[src/rtl/hazard_flush_ctrl_pkg.sv]
`default_nettype none
// ============================================================================
// Module : hazard_flush_ctrl_pkg
// Brief  : Shared types for the 5-stage core hazard / flush controller.
// Rev    : 1.0  initial release
// ============================================================================
package hazard_flush_ctrl_pkg;

    typedef enum logic [1:0] {
        HZ_RUN        = 2'd0,
        HZ_LOAD_STALL = 2'd1,
        HZ_MEM_WAIT   = 2'd2,
        HZ_FLUSH      = 2'd3
    } hazard_state_t;

    typedef enum logic [1:0] {
        FWD_RF  = 2'b00,
        FWD_WB  = 2'b01,
        FWD_MEM = 2'b10
    } fwd_sel_t;

    // Wide enough for the largest allowed MAX_MEM_WAIT (255).
    localparam int c_WAIT_W = 8;

endpackage
`default_nettype wire

[src/rtl/hazard_flush_ctrl_fwd_unit.sv]
`default_nettype none
// ============================================================================
// Module : fwd_unit
// Brief  : Combinational EX operand forwarding select for one source register.
// Rev    : 1.0  initial release
// ============================================================================
module fwd_unit
    import hazard_flush_ctrl_pkg::*;
#(
    parameter int REG_W = 5
) (
    input  logic [REG_W-1:0] ex_rs,
    input  logic [REG_W-1:0] mem_rd,
    input  logic             mem_wr,
    input  logic [REG_W-1:0] wb_rd,
    input  logic             wb_wr,
    output fwd_sel_t         sel
);

    logic w_mem_hit;
    logic w_wb_hit;

    // x0 is hardwired zero, so a write to it never forwards.
    assign w_mem_hit = mem_wr && (mem_rd != '0) && (mem_rd == ex_rs);
    assign w_wb_hit  = wb_wr  && (wb_rd  != '0) && (wb_rd  == ex_rs);

    always_comb begin
        sel = FWD_RF;
        if (w_mem_hit) begin
            sel = FWD_MEM;
        end else if (w_wb_hit) begin
            sel = FWD_WB;
        end
    end

endmodule
`default_nettype wire

[src/rtl/hazard_flush_ctrl.sv]
`default_nettype none
// ============================================================================
// Module : hazard_flush_ctrl
// Brief  : Pipeline enables, registered flush pulses and forwarding selects.
// Rev    : 1.0  initial release
// ============================================================================
module hazard_flush_ctrl
    import hazard_flush_ctrl_pkg::*;
#(
    parameter int REG_W        = 5,
    parameter int MAX_MEM_WAIT = 15,
    parameter int CNT_W        = 16
) (
    input  logic             clk,
    input  logic             rst,
    input  logic [REG_W-1:0] id_rs1,
    input  logic [REG_W-1:0] id_rs2,
    input  logic [REG_W-1:0] ex_rs1,
    input  logic [REG_W-1:0] ex_rs2,
    input  logic [REG_W-1:0] ex_rd,
    input  logic             ex_d_rd,
    input  logic [REG_W-1:0] mem_rd,
    input  logic             mem_wr,
    input  logic [REG_W-1:0] wb_rd,
    input  logic             wb_wr,
    input  logic             br_taken,
    input  logic             dmem_req,
    input  logic             dmem_ack,
    output logic             pc_en,
    output logic             ifid_en,
    output logic             idex_en,
    output logic             exmem_en,
    output logic             ifid_flush,
    output logic             idex_flush,
    output logic [1:0]       fwd_a,
    output logic [1:0]       fwd_b,
    output logic             mem_timeout,
    output logic [CNT_W-1:0] stall_cnt,
    output logic [CNT_W-1:0] flush_cnt
);

    localparam logic [c_WAIT_W-1:0] c_WAIT_LAST = c_WAIT_W'(MAX_MEM_WAIT - 1);

    hazard_state_t       r_state;
    logic                r_ifid_flush;
    logic                r_idex_flush;
    logic                r_mem_timeout;
    logic [CNT_W-1:0]    r_stall_cnt;
    logic [CNT_W-1:0]    r_flush_cnt;
    logic [c_WAIT_W-1:0] r_wait_cnt;

    hazard_state_t w_next_state;
    logic          w_mem_hold;
    logic          w_load_use;
    logic          w_front_en;
    logic          w_back_en;
    logic          w_do_flush;
    logic          w_do_bubble;
    logic          w_timeout;
    fwd_sel_t      w_fwd_a;
    fwd_sel_t      w_fwd_b;

    assign w_mem_hold = dmem_req & ~dmem_ack;
    assign w_load_use = ex_d_rd && (ex_rd != '0) &&
                        ((ex_rd == id_rs1) || (ex_rd == id_rs2));

    always_comb begin
        w_next_state = r_state;
        w_front_en   = 1'b1;
        w_back_en    = 1'b1;
        w_do_flush   = 1'b0;
        w_do_bubble  = 1'b0;
        w_timeout    = 1'b0;
        case (r_state)
            HZ_MEM_WAIT: begin
                if (dmem_ack) begin
                    // Stages were frozen, so the held branch/load-use is re-judged now.
                    if (br_taken) begin
                        w_do_flush   = 1'b1;
                        w_next_state = HZ_FLUSH;
                    end else if (w_load_use) begin
                        w_front_en   = 1'b0;
                        w_do_bubble  = 1'b1;
                        w_next_state = HZ_LOAD_STALL;
                    end else begin
                        w_next_state = HZ_RUN;
                    end
                end else begin
                    w_front_en = 1'b0;
                    w_back_en  = 1'b0;
                    if (r_wait_cnt == c_WAIT_LAST) begin
                        w_timeout    = 1'b1;
                        w_next_state = HZ_RUN;
                    end
                end
            end
            default: begin
                if (w_mem_hold) begin
                    w_front_en   = 1'b0;
                    w_back_en    = 1'b0;
                    w_next_state = HZ_MEM_WAIT;
                end else if (br_taken && (r_state != HZ_FLUSH)) begin
                    w_do_flush   = 1'b1;
                    w_next_state = HZ_FLUSH;
                end else if (w_load_use && (r_state == HZ_RUN)) begin
                    w_front_en   = 1'b0;
                    w_do_bubble  = 1'b1;
                    w_next_state = HZ_LOAD_STALL;
                end else begin
                    w_next_state = HZ_RUN;
                end
            end
        endcase
    end

    always_ff @(posedge clk or posedge rst) begin
        if (rst) begin
            r_state       <= HZ_RUN;
            r_ifid_flush  <= 1'b0;
            r_idex_flush  <= 1'b0;
            r_mem_timeout <= 1'b0;
            r_stall_cnt   <= '0;
            r_flush_cnt   <= '0;
            r_wait_cnt    <= '0;
        end else begin
            r_state      <= w_next_state;
            r_ifid_flush <= w_do_flush;
            r_idex_flush <= w_do_flush | w_do_bubble;
            if ((r_state == HZ_MEM_WAIT) && (w_next_state == HZ_MEM_WAIT)) begin
                r_wait_cnt <= r_wait_cnt + c_WAIT_W'(1);
            end else begin
                r_wait_cnt <= '0;
            end
            if (w_timeout) begin
                r_mem_timeout <= 1'b1;
            end
            if (!w_front_en && (r_stall_cnt != {CNT_W{1'b1}})) begin
                r_stall_cnt <= r_stall_cnt + CNT_W'(1);
            end
            if (w_do_flush && (r_flush_cnt != {CNT_W{1'b1}})) begin
                r_flush_cnt <= r_flush_cnt + CNT_W'(1);
            end
        end
    end

    fwd_unit #(.REG_W(REG_W)) u_fwd_a (
        .ex_rs  (ex_rs1),
        .mem_rd (mem_rd),
        .mem_wr (mem_wr),
        .wb_rd  (wb_rd),
        .wb_wr  (wb_wr),
        .sel    (w_fwd_a)
    );

    fwd_unit #(.REG_W(REG_W)) u_fwd_b (
        .ex_rs  (ex_rs2),
        .mem_rd (mem_rd),
        .mem_wr (mem_wr),
        .wb_rd  (wb_rd),
        .wb_wr  (wb_wr),
        .sel    (w_fwd_b)
    );

    assign pc_en       = w_front_en;
    assign ifid_en     = w_front_en;
    assign idex_en     = w_back_en;
    assign exmem_en    = w_back_en;
    assign ifid_flush  = r_ifid_flush;
    assign idex_flush  = r_idex_flush;
    assign fwd_a       = w_fwd_a;
    assign fwd_b       = w_fwd_b;
    assign mem_timeout = r_mem_timeout;
    assign stall_cnt   = r_stall_cnt;
    assign flush_cnt   = r_flush_cnt;

endmodule
`default_nettype wire
[config.mk]
export PLATFORM = sky130hd
export DESIGN_NAME = hazard_flush_ctrl
export DESIGN_NICKNAME = d
export VERILOG_FILES = /design/src/rtl/hazard_flush_ctrl_pkg.sv /design/src/rtl/hazard_flush_ctrl_fwd_unit.sv /design/src/rtl/hazard_flush_ctrl.sv
export SDC_FILE = /design/constraint.sdc
export NUM_CORES = 1
export LEC_CHECK = 0
export BUFFER_PORTS_ARGS = -buffer_cell sky130_fd_sc_hd__buf_2
export CAP_MARGIN = 40
export CORE_MARGIN = 3
export CORE_UTILIZATION = 30
export DETAILED_ROUTE_END_ITERATION = 10
export SKIP_LAST_GASP = 1
export SLEW_MARGIN = 25
export SYNTH_ARGS = -nofsm -noshare
export SYNTH_HDL_FRONTEND = slang
export SYNTH_SLANG_ARGS = --single-unit
[constraint.sdc]
create_clock -name clk -period 4.65 [get_ports clk]
set_clock_uncertainty 0.05 [all_clocks]
set_input_delay 0.2325 -clock clk [delete_from_list [all_inputs] [get_ports clk]]
set_output_delay 0.2325 -clock clk [all_outputs]
set_load 0.01 [all_outputs]
==> flow_summary.ini, run 1 <==
[detailed_routing]
drt.antenna.violating_nets = 0
vias = 2148
drt_wl_total_mm = 5.76
via_per_inst = 4.70
first_iter_violations = 68
drc = 0
wire_per_inst_um = 12.6
firstDrtPassIters = 4

[critical_path]
cp_data_required_time_ps = 4780
path_cells = ha_1 > nand4_1 > nor4_1 > or3b_1 > o22a_4 > mux2_2
end_kind = flop
ff2ff_setup_slack_ps = 2460
r2r_start = stall_cnt[0]
critPathCapture = stall_cnt[1]
cp_slowest_cell = nor4_1
cp_top_family = simple AND/OR/NAND/NOR gates
worstPathBufferInverterCount = 0
slowest_delay_ps = 440
reg2reg_depth = 6
startpoint = stall_cnt[0]
setup.worst_path.class = reg2reg
path_depth = 6
worst_r2r_endpoint = stall_cnt[1]
path_max_fanout = 15
startpoint_type = flop
critPathArrivalTime_ps = 2320

[floorplanning]
start_util_pct = 31.3
rows = 33
dieArea_um2 = 9810
ios = 86
die_y_um = 99.1
fp.dieW_um = 99.1
core_area_um2 = 8300

[clock_tree]
cts_tree = built
root_buffer = clkbuf_8
hold_buffers = 0
cts.clk_slew.worst_paths_ps = 90
cts_setup_buffers = 0
cts_sinks = 45
cts_max_path_buffers = 2
insertion_delay_ps = 300
cts_resized = 0
htree_levels = 2
tritoncts.num_buffers = 5

[timing]
setup_slack_ps = 2460
relSlewSlack_pct = 56.8
rsz0062_at_grt = false
fin_crit_ps = 2190
finalHoldViolCount = 0
setup_viol = 0
worst_pin_slew_ps = 641
fmax_mhz = 456
slew_viol_final = 0
min_period_over_period_pct = 47.1
setup_tns_ps = 0
holdWs_ps = 9.81

[yosys]
synth_warnings = 0
yosysTopAreaCell = dfrtp_1
synth-seq-cells = 45
synth_cells = 264
async_reset_ff_share_pct = 100
yosysTopAreaCellShare_pct = 43.3
ys_types = 41
synth_fp_nets = 311
seq_area_frac_synth_pct = 43.3
synth_area_per_cell_um2 = 9.84
synth-edff-count = 0
ys_top_cells_by_area = dfrtp_1, xor2_1, xnor2_1
netlist_area_um2 = 2600
synth_most_common_cell = dfrtp_1
synthFlopType = dfrtp_1
synth_top_cells_by_count = dfrtp_1, xor2_1, nor2_1, xnor2_1, inv_1

[pwr]
irDropWorstVdd_v = 0.000241
p_per_area_nw_per_um2 = 361
p_leak_nw = 1.54

[run]
maxCapViolCount = 0

[global_route]
grt_max_degree = 46
grtUsageMet3_pct = 2.05
grt_use_total_pct = 12.1
grt_pass1_wl_mm = 9.70
use_met2_pct = 20.6
antenna_found_initial = 0
grt_pass1_vias = 2081
grt_overflow_total = 0
grtUsageMet1_pct = 15.3
grt.busiest_layer = met2

[final_layout]
areaGrowthSynthToFinish_pct = 24.6
antenna_cells = 0
finalNetCount = 398
fill_cells = 845
drive_gt1_share_pct = 31.5

[place]
hpwl_mm = 4.63
post-place-ws_ps = 2440
port_buffers = 85
globalplace.congestion = 0.839

[hold_path]
hp-class = in2async

[status]
status = complete, no violations
kinds of logic (layout without fill, tap and decap cells):
| family | after synthesis | after routing | synth area share [%] |
|---|---|---|---|
| simple gates | 107 | 107 | 22.5 |
| flops | 45 | 45 | 43.3 |
| buf+inv | 21 | 109 | 3.95 |
| xor+xnor | 63 | 63 | 21.2 |
| fa+ha+maj | 4 | 4 | 1.93 |
| compound gates | 22 | 22 | 6.21 |
| mux | 2 | 2 | 0.867 |
layout by cell type (no fill, tap or decap), types with 2 or more instances in the layout:
master	instances
nor4_1	6
nor2_1	27
nand4_1	10
xnor2_1	19
nor3_1	9
nand3_1	14
or4_1	5
o41ai_1	3
o21ai_2	2
ha_1	4
mux2_2	2
nand2_1	13
inv_1	14
nor3_2	4
nor2b_1	3
buf_2	85
dfrtp_1	45
clkbuf_8	6
or2_2	5
and2_1	2
xor2_1	44
o21ai_0	7
a21oi_1	2
routing by layer:
layer / share of wire (%) / wire length (µm) / up-vias
met4: 1.4 / 78 / 0
met5: 0 / 0 / -
met1: 44 / 2560 / 1025
li1: - / - / 1071
met2: 50 / 2870 / 46
met3: 4.3 / 250 / 6
power breakdown:
group	internal [mW]	leakage (nW)	switching, mW
registers	0.461	0.563	0.0880
clock network	0.175	0.0574	0.134
logic	0.146	0.918	0.167
total	0.782	1.54	0.388
worst min path at each step:
stage / start / depth (start not counted) / to / slack (ps)
floorplan: dmem_ack / 1 / mem_timeout / 280
global placement: rst / 3 / flush_cnt[1] / 350
detailed placement: rst / 3 / flush_cnt[1] / 360
CTS: rst / 3 / flush_cnt[5] / 20
global route: rst / 3 / flush_cnt[5] / 70
finish: rst / 3 / flush_cnt[4] / 10
worst min-delay path, cell delays in order:
cell,delay (ps)
buf_2,100
clkinv_1,30
buf_4,460
flip-flops by register name, indices dropped and copies added (netlist names):
signal,count
idex_flush,1
ifid_flush,1
mem_timeout,1
r_wait_cnt,8
stall_cnt,16
flush_cnt,16
r_state,2
stage by stage:
stage	utilization, %	instances	cell area [µm²]	power (mW)
CTS	39.0	457	3240	1.19
detailed placement	37.6	449	3120	0.876
floorplan	-	264	2600	0.735
global placement	37.6	449	3120	0.870
global route	39.0	457	3240	1.25
finish	39.0	457	3240	1.17
layout make-up:
| type | count | area (µm²) | area share, % |
|---|---|---|---|
| well taps | 105 | 131 | 4.06 |
| clock inverters | 2 | 37.5 | 1.16 |
| flip-flops and latches | 45 | 1130 | 34.8 |
| clock buffers | 6 | 82.6 | 2.55 |
| inverters | 15 | 56.3 | 1.74 |
| multi-input cells | 198 | 1370 | 42.3 |
| repair buffers | 86 | 433 | 13.4 |
No activity file was read; power rests on OpenSTA's default activity.
==> run 2: changes to the inputs <==
Clock period 4.65 ns to 2.1 ns, I/O delays scaled along.
==> flow_summary.ini, run 2 (same netlist as run 1, synthesis figures left out) <==
[status]
status = complete, no violations

[pwr]
irDropWorstVdd_v = 0.000467
power.total_mw = 2.53
sw_frac_of_total_pct = 34.8
p_per_area_nw_per_um2 = 758
p_sw_mw = 0.882
p_comb_share_pct = 32.5
pwr-share-seq_pct = 46.7
p_leak_nw = 1.60
pwr-share-clk_pct = 20.7
power.internal_mw = 1.65

[timing]
fin_crit_ps = 1990
setup_viol = 0
slew_viol_final = 0
worst_pin_slew_ps = 700
rsz0062_at_grt = true
finalHoldViolCount = 0
min_period_over_period_pct = 94.5
relSlewSlack_pct = 53.1
fmax_mhz = 504

[final_layout]
multi_input_area_um2 = 1380
drive_gt1_share_pct = 34.6
fill_cells = 830
final_cell_mix = buf_2, dfrtp_1, xor2_1
finalNetCount = 413
antenna_cells = 0
finalNonFillerCells = 472
areaGrowthSynthToFinish_pct = 28.5
area.sequential_um2 = 1130
layout_commonest_cell = buf_2

[clock_tree]
cts.clk_slew.worst_paths_ps = 90
htree_levels = 2
tritoncts.num_buffers = 5
cts_setup_buffers = 0
insertion_delay_ps = 290
cts_sinks = 45
root_buffer = clkbuf_8
cts_max_path_buffers = 2
cts_tree = built

[floorplanning]
start_util_pct = 31.3
core_area_um2 = 8300
fp.dieW_um = 99.1
ios = 86
die_y_um = 99.1
rows = 33
dieArea_um2 = 9810

[critical_path]
setup.worst_path.class = reg2reg
worstPathBufferInverterCount = 0
path_cells = ha_1 > nand4_1 > nor4_1 > or3b_1 > o22a_4 > nor4_2 > xor2_1
end_kind = flop
cp_data_required_time_ps = 2270
cp_top_family = simple AND/OR/NAND/NOR gates
cp_slowest_cell = dfrtp_1
startpoint_type = flop
path_max_fanout = 15
critPathArrivalTime_ps = 2160
path_depth = 7
slowest_delay_ps = 390
reg2reg_depth = 7

[detailed_routing]
wire_per_inst_um = 12.6
first_iter_violations = 85
drt.antenna.violating_nets = 0
via_per_inst = 4.65
drc = 0
drt_wl_total_mm = 5.93
vias = 2194
firstDrtPassIters = 4

[global_route]
grt_pass1_vias = 2075
grt_use_total_pct = 12.0
grt_max_degree = 30
antenna_found_initial = 0
grt_overflow_total = 0
grt_pass1_wl_mm = 9.69

[place]
dp.cells = 463
hpwl_mm = 4.74
port_buffers = 85
globalplace.congestion = 0.839

[hold_path]
hold_path_depth = 2
hp-class = in2reg

[run]
maxCapViolCount = 0
-- run 2: changes by cell type in the layout (fill, tap and decap cells not counted), sizes merged --
cell / change
buf: +14
clkinv: +2
bufinv: -1
clkbuf: -1
dlygate4sd3: +1
-- run 2: final timing paths --
path	start	endpoint	slack, ps
min in group asynchronous	rst	stall_cnt[15]	320
setup / recovery	stall_cnt[0]	stall_cnt[15]	110
hold / removal	dmem_ack	mem_timeout	40
setup reg to reg	stall_cnt[0]	stall_cnt[15]	110
max in group asynchronous	rst	flush_cnt[0]	1160
hold reg to reg	mem_timeout	mem_timeout	420
-- run 2: cell type report --
class                   instances  area share (%)
multi-input cells             198            41.3
clock buffers                   5            2.06
repair buffers                101            16.8
clock inverters                 3           0.525
flip-flops and latches         45            33.7
inverters                      15            1.69
well taps                     105            3.93
-- run 2: power groups by stage --
stage | Combinational (mW) | Sequential (mW) | Clock (mW)
detailed placement | 0.829 | 1.20 | 0
global route | 0.913 | 1.22 | 0.589
global placement | 0.824 | 1.19 | 0
floorplan | 0.362 | 1.27 | 0
CTS | 0.835 | 1.18 | 0.547
finish | 0.823 | 1.18 | 0.525
-- run 2: metal layers --
metal | global-route usage [%] | part of all wire (%) | up-vias | wire (µm)
met1 | 16.1 | 46 | 1039 | 2700
met3 | 1.91 | 4.1 | 6 | 244
met5 | 0 | 0 | - | 0
met4 | 4.20 | 1.4 | 0 | 82
li1 | - | - | 1106 | -
met2 | 19.5 | 49 | 43 | 2890
-- run 2: repair_timing --
item / in CTS / in global routing
hold endpoints to repair: 16 / 0
resized for setup: 0 / 3
hold buffers: 1 / 0
endpoints found under the setup margin: 0 / 10
-- run 2: metrics by stage --
step	instance area, µm²	worst slack (ps)	setup TNS, ps	hold slack [ps]	util (%)
floorplan	2600	81.1	0	153	-
global placement	3230	165	0	103	39.0
detailed placement	3230	82.0	0	116	39.0
CTS	3330	65.1	0	34.8	40.1
global route	3340	-2.45	-2.45	69.7	40.2
finish	3340	115	0	44.8	40.2
